### src/rtl/event_readout_serializer.sv
// -----------------------------------------------------------------------------
// event_readout_serializer
//
// Purpose:
//   On a readout request, pops a fixed number of sample sets from four channel
//   FIFOs (one shared read enable) and serializes them into a single 16-bit
//   valid/ready stream framed as header, sample words, trailer.
//
// Ports:
//   Clock, Reset         system clock, synchronous active-high reset
//   Start_Readout        single-cycle request, sampled only in IDLE
//   Sample_Count         samples per channel, latched with Start_Readout
//   Fifo_Q_0..Fifo_Q_3   FIFO read data, valid one cycle after Fifo_RE
//   Fifo_Empty           per-channel empty flags (bit n = channel n)
//   Fifo_RE              shared read enable to all channel FIFOs
//   Out_Data/Out_Valid   registered output word and its valid
//   Out_Ready            downstream accept
//   Out_Last             marks the trailer word
//   Busy                 high whenever the FSM is not in IDLE
//   Event_Counter        completed events, wraps at 12 bits
//   Underflow_Flag       sticky, set when a FIFO is empty at fetch time
//
// Optional feature:
//   READOUT_CHECKSUM_EN  when defined, a running XOR of all transferred sample
//                        words is emitted as an extra word before the trailer.
//
// state    | meaning
// ---------+-------------------------------------------------------------
// IDLE     | waiting for Start_Readout
// HEADER   | presenting {4'hE, Event_Counter}
// FETCH    | one cycle: pop all FIFOs, or flag underflow and finish
// CAPTURE  | one cycle: register FIFO data into the holding buffer
// SEND     | presenting holding words ch0..ch3
// CHECKSUM | presenting the XOR of sent sample words (optional build)
// TRAILER  | presenting {4'hF, err, Sent} with Out_Last
// -----------------------------------------------------------------------------
module event_readout_serializer #(
    parameter int g_Data_Width   = 16,
    parameter int g_Count_Length = 11,
    parameter int g_Num_Channels = 4
) (
    input  logic                      Clock,
    input  logic                      Reset,
    input  logic                      Start_Readout,
    input  logic [g_Count_Length-1:0] Sample_Count,
    input  logic [g_Data_Width-1:0]   Fifo_Q_0,
    input  logic [g_Data_Width-1:0]   Fifo_Q_1,
    input  logic [g_Data_Width-1:0]   Fifo_Q_2,
    input  logic [g_Data_Width-1:0]   Fifo_Q_3,
    input  logic [g_Num_Channels-1:0] Fifo_Empty,
    output logic                      Fifo_RE,
    output logic [g_Data_Width-1:0]   Out_Data,
    output logic                      Out_Valid,
    input  logic                      Out_Ready,
    output logic                      Out_Last,
    output logic                      Busy,
    output logic [11:0]               Event_Counter,
    output logic                      Underflow_Flag
);

    localparam logic [2:0] S_IDLE     = 3'd0;
    localparam logic [2:0] S_HEADER   = 3'd1;
    localparam logic [2:0] S_FETCH    = 3'd2;
    localparam logic [2:0] S_CAPTURE  = 3'd3;
    localparam logic [2:0] S_SEND     = 3'd4;
    localparam logic [2:0] S_TRAILER  = 3'd5;
`ifdef READOUT_CHECKSUM_EN
    localparam logic [2:0] S_CHECKSUM = 3'd6;
`endif

    logic [2:0]                state;
    logic [g_Count_Length-1:0] remaining;
    logic [g_Count_Length-1:0] sent;
    logic                      err;
    logic [1:0]                idx;
    logic [g_Data_Width-1:0]   hold [g_Num_Channels];

    logic                      xfer;
    logic                      fetch_underflow;
    logic [g_Data_Width-1:0]   trailer_word;
    logic [g_Data_Width-1:0]   end_word;
    logic                      end_last;
    logic [2:0]                end_state;

`ifdef READOUT_CHECKSUM_EN
    logic [g_Data_Width-1:0]   csum;
`endif

    assign xfer            = Out_Valid & Out_Ready;
    assign fetch_underflow = (state == S_FETCH) && (Fifo_Empty != '0);
    // Reset gates the read enable so an abort never pops a FIFO.
    assign Fifo_RE         = (state == S_FETCH) && (Fifo_Empty == '0) && !Reset;
    assign Busy            = (state != S_IDLE);

    // err is only updated in FETCH, so fold in the underflow being detected
    // this cycle to get the trailer right when jumping straight to the end.
    assign trailer_word = {4'hF, err | fetch_underflow, sent};

    // Word, Out_Last and next state used on every path that ends the sample
    // phase (header with zero count, last SEND beat, underflow in FETCH).
    always_comb begin
`ifdef READOUT_CHECKSUM_EN
        // The last sample beat is transferring now; include it in the XOR.
        end_word  = (state == S_SEND) ? (csum ^ Out_Data) : csum;
        end_last  = 1'b0;
        end_state = S_CHECKSUM;
`else
        end_word  = trailer_word;
        end_last  = 1'b1;
        end_state = S_TRAILER;
`endif
    end

    always_ff @(posedge Clock) begin
        if (Reset) begin
            state          <= S_IDLE;
            remaining      <= '0;
            sent           <= '0;
            err            <= 1'b0;
            idx            <= '0;
            Out_Data       <= '0;
            Out_Valid      <= 1'b0;
            Out_Last       <= 1'b0;
            Event_Counter  <= '0;
            Underflow_Flag <= 1'b0;
            for (int i = 0; i < g_Num_Channels; i++) begin
                hold[i] <= '0;
            end
`ifdef READOUT_CHECKSUM_EN
            csum           <= '0;
`endif
        end else begin
            case (state)
                S_IDLE: begin
                    if (Start_Readout) begin
                        remaining <= Sample_Count;
                        sent      <= '0;
                        err       <= 1'b0;
                        Out_Data  <= {4'hE, Event_Counter};
                        Out_Valid <= 1'b1;
                        Out_Last  <= 1'b0;
                        state     <= S_HEADER;
`ifdef READOUT_CHECKSUM_EN
                        csum      <= '0;
`endif
                    end
                end

                S_HEADER: begin
                    if (xfer) begin
                        if (remaining == '0) begin
                            Out_Data <= end_word;
                            Out_Last <= end_last;
                            state    <= end_state;
                        end else begin
                            Out_Valid <= 1'b0;
                            state     <= S_FETCH;
                        end
                    end
                end

                S_FETCH: begin
                    if (fetch_underflow) begin
                        Underflow_Flag <= 1'b1;
                        err            <= 1'b1;
                        Out_Data       <= end_word;
                        Out_Last       <= end_last;
                        Out_Valid      <= 1'b1;
                        state          <= end_state;
                    end else begin
                        state <= S_CAPTURE;
                    end
                end

                S_CAPTURE: begin
                    hold[0]   <= Fifo_Q_0;
                    hold[1]   <= Fifo_Q_1;
                    hold[2]   <= Fifo_Q_2;
                    hold[3]   <= Fifo_Q_3;
                    Out_Data  <= Fifo_Q_0;
                    Out_Valid <= 1'b1;
                    idx       <= '0;
                    remaining <= remaining - 1'b1;
                    sent      <= sent + 1'b1;
                    state     <= S_SEND;
                end

                S_SEND: begin
                    if (xfer) begin
`ifdef READOUT_CHECKSUM_EN
                        csum <= csum ^ Out_Data;
`endif
                        if (idx == 2'd3) begin
                            if (remaining == '0) begin
                                Out_Data <= end_word;
                                Out_Last <= end_last;
                                state    <= end_state;
                            end else begin
                                Out_Valid <= 1'b0;
                                state     <= S_FETCH;
                            end
                        end else begin
                            idx      <= idx + 2'd1;
                            Out_Data <= hold[idx + 2'd1];
                        end
                    end
                end

`ifdef READOUT_CHECKSUM_EN
                S_CHECKSUM: begin
                    if (xfer) begin
                        Out_Data <= trailer_word;
                        Out_Last <= 1'b1;
                        state    <= S_TRAILER;
                    end
                end
`endif

                S_TRAILER: begin
                    if (xfer) begin
                        Out_Valid     <= 1'b0;
                        Out_Last      <= 1'b0;
                        Event_Counter <= Event_Counter + 12'd1;
                        state         <= S_IDLE;
                    end
                end

                default: begin
                    Out_Valid <= 1'b0;
                    Out_Last  <= 1'b0;
                    state     <= S_IDLE;
                end
            endcase
        end
    end

endmodule

### config.mk
export PLATFORM = sky130hd
export DESIGN_NAME = event_readout_serializer
export DESIGN_NICKNAME = d
export VERILOG_FILES = /design/src/rtl/event_readout_serializer.sv
export SDC_FILE = /design/constraint.sdc
export NUM_CORES = 1
export LEC_CHECK = 0
export CORE_ASPECT_RATIO = 1.2
export CORE_MARGIN = 4
export CORE_UTILIZATION = 63
export DETAILED_ROUTE_END_ITERATION = 8
export DONT_BUFFER_PORTS = 1
export PLACE_DENSITY = 0.79
export SYNTH_ARGS = -nofsm -noshare
export SYNTH_HDL_FRONTEND = slang
export SYNTH_SLANG_ARGS = --single-unit
### constraint.sdc
create_clock -name Clock -period 4.2 [get_ports Clock]
set_input_delay 0.84 -clock Clock [delete_from_list [all_inputs] [get_ports Clock]]
set_output_delay 0.84 -clock Clock [all_outputs]
set_load 0.005 [all_outputs]
# Word-level counts from Yosys, hierarchy flattened
# Memory sizes are Yosys's and may differ from the RTL's.
# Cells that the tools add are included.
dict set report classes {
  n_eq_ne 13
  mux 46
  n_bitwise 7
  reduce_logical 22
  addsub 4
}
# cell count
set op_table {}
lappend op_table {{$mux W16} 10}
lappend op_table {{$pmux W16 S5} 1}
lappend op_table {{$pmux W11 S2} 2}
lappend op_table {{$mux W11} 2}
lappend op_table {{$mux W3} 7}
lappend op_table {{$pmux W3 S6} 1}
lappend op_table {{$mux W1} 17}
lappend op_table {{$ne A2 B2 Y1 const B} 7}
lappend op_table {{$add A12 B1 Y12 const B} 1}
lappend op_table {{$pmux W1 S6} 2}
lappend op_table {{$add A11 B1 Y11 const B} 1}
lappend op_table {{$logic_not A11 Y1} 1}
lappend op_table {{$sub A11 B1 Y11 const B} 1}
lappend op_table {{$reduce_and A5 Y1} 2}
lappend op_table {{$reduce_and A7 Y1} 1}
lappend op_table {{$eq A3 B2 Y1 const B} 2}
lappend op_table {{$eq A3 B3 Y1 const B} 2}
lappend op_table {{$reduce_and A2 Y1} 3}
lappend op_table {{$reduce_and A3 Y1} 2}
lappend op_table {{$reduce_and A6 Y1} 1}
lappend op_table {{$reduce_bool A2 Y1} 3}
lappend op_table {{$or A1 B1 Y1} 5}
lappend op_table {{$reduce_bool A5 Y1} 1}
lappend op_table {{$logic_not A4 Y1} 1}
lappend op_table {{13 further kinds} 16}
dict set report totals {
  mem_count 1
  inputBits 83
  ramBits 64
  regBits 59
}
# memory words width rd rd_ports_with_merged_regs wr line_no
set mem_list {}
lappend mem_list {hold 4 16 1 0 4 76} ;# logic [g_Data_Width-1:0] hold [g_Num_Channels];

# Logic depth before layout (Yosys ltp)
dict set report depth {
  depth_word 7
  mapped_depth 8
}

# Least setup slack after synthesis
# No wires, ideal clock.
dict set report synth_path {
  kind {input port to flip-flop}
  startpoint {in Reset}
  endpoint {mem hold[0][0], enable pin}
  setup_slack_ns 0.772
  n_path_buf 3
  required_ns 3.507
  path_stages 5
  arrival_ns 2.735
  cell_sequence {clkbuf_1 inv_1 clkbuf_1 clkbuf_1 nand2_1}
}
# item line_no
set synth_lines {}
lappend synth_lines {{start, declared} 43} ;# input logic Reset,
lappend synth_lines {{end, declared} 76}

# Worst setup path after layout
dict set report layout_path {
  startpoint {reg state[1]}
  endpoint {out Fifo_RE}
}
dict set report layout_between {
  elab_chain_cells 3
}
# item line_no
set layout_rtl {}
lappend layout_rtl {{start, declared} 71} ;# logic [2:0] state;
lappend layout_rtl {{start signal, assigned} 154} ;# state <= end_state;
lappend layout_rtl {{start signal, assigned} 169} ;# state <= end_state;
lappend layout_rtl {{start signal, assigned} 197} ;# state <= end_state;
lappend layout_rtl {{$eq A3 B2 Y1} 92} ;# assign Fifo_RE = (state == S_FETCH) && (Fifo_Empty == '0) && !Reset;
lappend layout_rtl {{$logic_and A1 B1 Y1 (2 in series)} 92}
lappend layout_rtl {{end, declared} 51} ;# output logic Fifo_RE,
# No other way between the ends.

==> impl_metrics.prom <==
# TYPE chip_impl_metric gauge
chip_impl_metric{name="utilization",unit="%"} 71.7
chip_impl_metric{name="p_leak",unit="nW"} 2.51
chip_impl_metric{name="wl_met3",unit="um"} 1320
chip_impl_metric{name="total_routed_wire_length_on_the_met1_layer",unit="um"} 5630
chip_impl_metric{name="layout_setup_ws",unit="ns"} 0.971
chip_impl_metric{name="maxSlewViolCount",unit=""} 0
chip_impl_metric{name="synth.yosys.warnings",unit=""} 0
chip_impl_metric{name="first_global_vias",unit=""} 4481
chip_impl_info{name="synth_ff_type",value="sky130_fd_sc_hd__edfxtp_1"} 1
chip_impl_info{name="maxUsedRoutingLayer",value="met4"} 1
chip_impl_metric{name="critPathMaxFanout",unit=""} 26
chip_impl_metric{name="start_util",unit="%"} 65.2
chip_impl_metric{name="tightest_slew",unit="ns"} 0.933
chip_impl_metric{name="timing.fmax",unit="GHz"} 0.310
chip_impl_info{name="holdCritStartpoint",value="Reset"} 1
chip_impl_metric{name="powerDensity",unit="nW/um2"} 560
chip_impl_metric{name="regToRegSetupSlack",unit="ns"} 1.49
chip_impl_metric{name="antennaDiodeCount",unit=""} 0
chip_impl_metric{name="wire_per_inst",unit="um"} 21.7
chip_impl_metric{name="syn_inst",unit=""} 553
chip_impl_info{name="cp-end-kind",value="output pin"} 1
chip_impl_metric{name="postCtsResizedCells",unit=""} 0
chip_impl_metric{name="wl_met2",unit="um"} 7260
chip_impl_info{name="reg2reg_from",value="state[1]$_SDFFE_PP0P_"} 1
chip_impl_metric{name="layout-drive-gt1-share",unit="%"} 13.8
chip_impl_metric{name="drtPass1Iterations",unit=""} 5
chip_impl_metric{name="design.die.area",unit="um2"} 11100
chip_impl_metric{name="cts_made_buffers",unit=""} 17
chip_impl_info{name="cp-start-kind",value="flop"} 1
chip_impl_metric{name="hold_viol",unit=""} 0
chip_impl_metric{name="final_setup_tns",unit="ns"} 0
chip_impl_info{name="min-delay-path-class",value="input port to flop"} 1
chip_impl_metric{name="synth-seq-area-share",unit="%"} 51.9
chip_impl_metric{name="clock_skew",unit="ns"} 0.00928
chip_impl_info{name="mostFrequentLayoutCell",value="sky130_fd_sc_hd__and3_1"} 1
chip_impl_metric{name="clock_path_buffers",unit=""} 2
chip_impl_metric{name="cts_hold_repair.buffers",unit=""} 0
chip_impl_metric{name="syn2layout_area_growth",unit="%"} 10.1
chip_impl_metric{name="hold_path_stages",unit=""} 1
chip_impl_metric{name="timing.final.setup_violations",unit=""} 0
chip_impl_metric{name="place.detailed.hpwl",unit="um"} 9710
chip_impl_info{name="min_to",value="Underflow_Flag$_SDFFE_PP0P_"} 1
chip_impl_metric{name="postRouteWirelength",unit="um"} 14400
chip_impl_metric{name="critical_path_arrival",unit="ns"} 2.39
chip_impl_metric{name="clk_latency",unit="ns"} 0.53
chip_impl_info{name="regToRegEndpoint",value="Out_Data[10]$_SDFFE_PP0P_"} 1
chip_impl_metric{name="grt_overflow_total",unit=""} 0
chip_impl_metric{name="drc",unit=""} 0
chip_impl_metric{name="grt_pass1_wl",unit="um"} 23200
chip_impl_metric{name="port-buffer-count",unit=""} 0
chip_impl_metric{name="die_width",unit="um"} 96.9
chip_impl_metric{name="drv_cap",unit=""} 0
chip_impl_metric{name="drt-initial-drc-count",unit=""} 579
chip_impl_metric{name="number_of_synthesized_flops_with_an_enable_pin",unit=""} 64
chip_impl_metric{name="ant_nets",unit=""} 0
chip_impl_metric{name="routability_congestion_estimate_from_global_placement",unit=""} 0.894
chip_impl_metric{name="viasPerCell",unit=""} 6.80
chip_impl_metric{name="ys_types",unit=""} 67
chip_impl_metric{name="layoutNonFillerInstCount",unit=""} 665
chip_impl_metric{name="final_min_period",unit="ns"} 3.23
chip_impl_metric{name="path_clk_slew",unit="ns"} 0.06
chip_impl_metric{name="syn_area_per_cell",unit="um2"} 10.8
chip_impl_metric{name="irDropWorstVdd",unit="uV"} 327
chip_impl_metric{name="synthesis.nets",unit=""} 640
chip_impl_metric{name="worst-endpoint-required",unit="ns"} 3.36
chip_impl_metric{name="final_area",unit="um2"} 6580
chip_impl_metric{name="max_slew_margin",unit="%"} 37.6
chip_impl_metric{name="postCtsSetupBuffers",unit=""} 0
chip_impl_metric{name="async_reset_ff_share",unit="%"} 0
chip_impl_metric{name="num_rows",unit=""} 38
chip_impl_metric{name="core_area",unit="um2"} 9180
chip_impl_metric{name="synth-seq-cells",unit=""} 123
chip_impl_metric{name="placed_cells_incl_taps",unit=""} 633
chip_impl_metric{name="ios",unit=""} 116
chip_impl_info{name="final_cell_mix",value="65 x sky130_fd_sc_hd__and3_1, 64 x sky130_fd_sc_hd__edfxtp_1, 59 x sky130_fd_sc_hd__dfxtp_1"} 1
chip_impl_metric{name="route.vias.total",unit=""} 4520
chip_impl_metric{name="cts.sink_count",unit=""} 123
chip_impl_info{name="run_status",value="complete, no violations"} 1
chip_impl_info{name="crit_path_start",value="state[1]$_SDFFE_PP0P_"} 1
chip_impl_info{name="rsz0062_at_grt",value="no"} 1
chip_impl_metric{name="min_period_over_period",unit="%"} 76.9
chip_impl_metric{name="grt_util_all_layers",unit="%"} 26.6
chip_impl_metric{name="die-height",unit="um"} 115
chip_impl_metric{name="grt_start_max_net_pins",unit=""} 76
chip_impl_metric{name="placement.setup.worst_slack",unit="ns"} 1.50
chip_impl_info{name="cts_tree",value="done"} 1
chip_impl_info{name="ctsRootBufferMaster",value="sky130_fd_sc_hd__clkbuf_8"} 1
chip_impl_metric{name="synth.cell_area",unit="um2"} 5980
chip_impl_info{name="worst-setup-path-type",value="flop to output pin"} 1
chip_impl_metric{name="timing.reg2reg.worst_path_depth",unit=""} 5
chip_impl_metric{name="num-nets-final",unit=""} 619
chip_impl_metric{name="cts.htree.levels",unit=""} 4
chip_impl_metric{name="placedInstanceArea",unit="um2"} 5990
chip_impl_metric{name="antenna_found_initial",unit=""} 0
[through the flow]
step | power (mW) | hold slack [ns]
after floorplan | 2.09 | 0.440
after global placement | 2.22 | 0.463
after detailed placement | 2.24 | 0.470
after CTS | 3.68 | 0.367
after global routing | 3.85 | 0.370
final | 3.68 | 0.383
[layout make-up]
class                      count  area [um2]
clock buffer                  21         460
clock inverter                11         133
fill                         653        2590
inverter                      10        37.5
multi-input combinational    373        2630
sequential                   123        3100
tap                          120         150
timing repair buffer           7        65.1
[sequential cells by signal, indices dropped and copies added (netlist names)]
name,cells
Event_Counter,12
Out_Data,16
Out_Last,1
Out_Valid,1
Underflow_Flag,1
err,1
hold,64
idx,2
remaining,11
sent,11
state,3
[critical path, cell delays in order (launching register included)]
cell	delay, ns
sky130_fd_sc_hd__dfxtp_1	0.89
sky130_fd_sc_hd__nor3b_1	0.60
sky130_fd_sc_hd__nand2_1	0.19
sky130_fd_sc_hd__nor2_1	0.18
[cells by family (layout without fill, tap and decap cells)]
family	Yosys count	after routing	share of synthesized area, %
flip-flops	123	123	51.9
AND/OR/NAND/NOR	216	216	19.9
multiplexers	25	25	7.26
XOR/XNOR	8	8	1.17
buffers and inverters	57	49	4.23
adder cells (fa/ha/maj)	4	4	0.837
AO/OA/AOI/OAI	120	120	14.7
[power by group]
| part | total [mW] | switching (mW) | leakage, nW | internal [mW] |
|---|---|---|---|---|
| Clock | 1.45 | 0.544 | 0.289 | 0.903 |
| Sequential | 1.50 | 0.118 | 1.14 | 1.39 |
| Combinational | 0.733 | 0.467 | 1.08 | 0.266 |
[how the worst max path moves through the flow]
stage	endpoint	slack, ns	cells after the start
2_1_floorplan	hold[0][0]$_SDFFCE_PN0P_	0.77	5
5_1_grt	Fifo_RE	0.83	3
4_1_cts	Fifo_RE	1.04	3
3_5_place_dp	Out_Data[0]$_SDFFE_PP0P_	1.50	5
3_3_place_gp	Out_Data[0]$_SDFFE_PP0P_	1.55	5
6_report	Fifo_RE	0.97	3
[metal layers]
| metal | up-vias | global-route usage [%] |
|---|---|---|
| li1 | 2095 | - |
| met4 | 0 | 9.36 |
| met2 | 223 | 43.8 |
| met1 | 2174 | 33.3 |
| met3 | 28 | 8.59 |
| met5 | - | 0 |
[Yosys cell counts (all sizes together) (5+ instances only)]
master	instances	area, um2
nor3	8	40.0
nor2b	5	31.3
o21ai	21	116
a21oi	30	161
mux2	7	78.8
xnor2	5	43.8
edfxtp	64	1920
nand3	12	60.1
nand2	31	116
a31oi	11	68.8
buf	16	98.8
a222oi	11	110
and3	65	407
or3	11	68.8
a221o	11	111
mux4	14	315
clkbuf	31	116
dfxtp	59	1180
nor4	5	46.3
inv	10	37.5
nand4	7	43.8
nor2	51	194
Note: power is estimated with default switching activity, not from simulation.
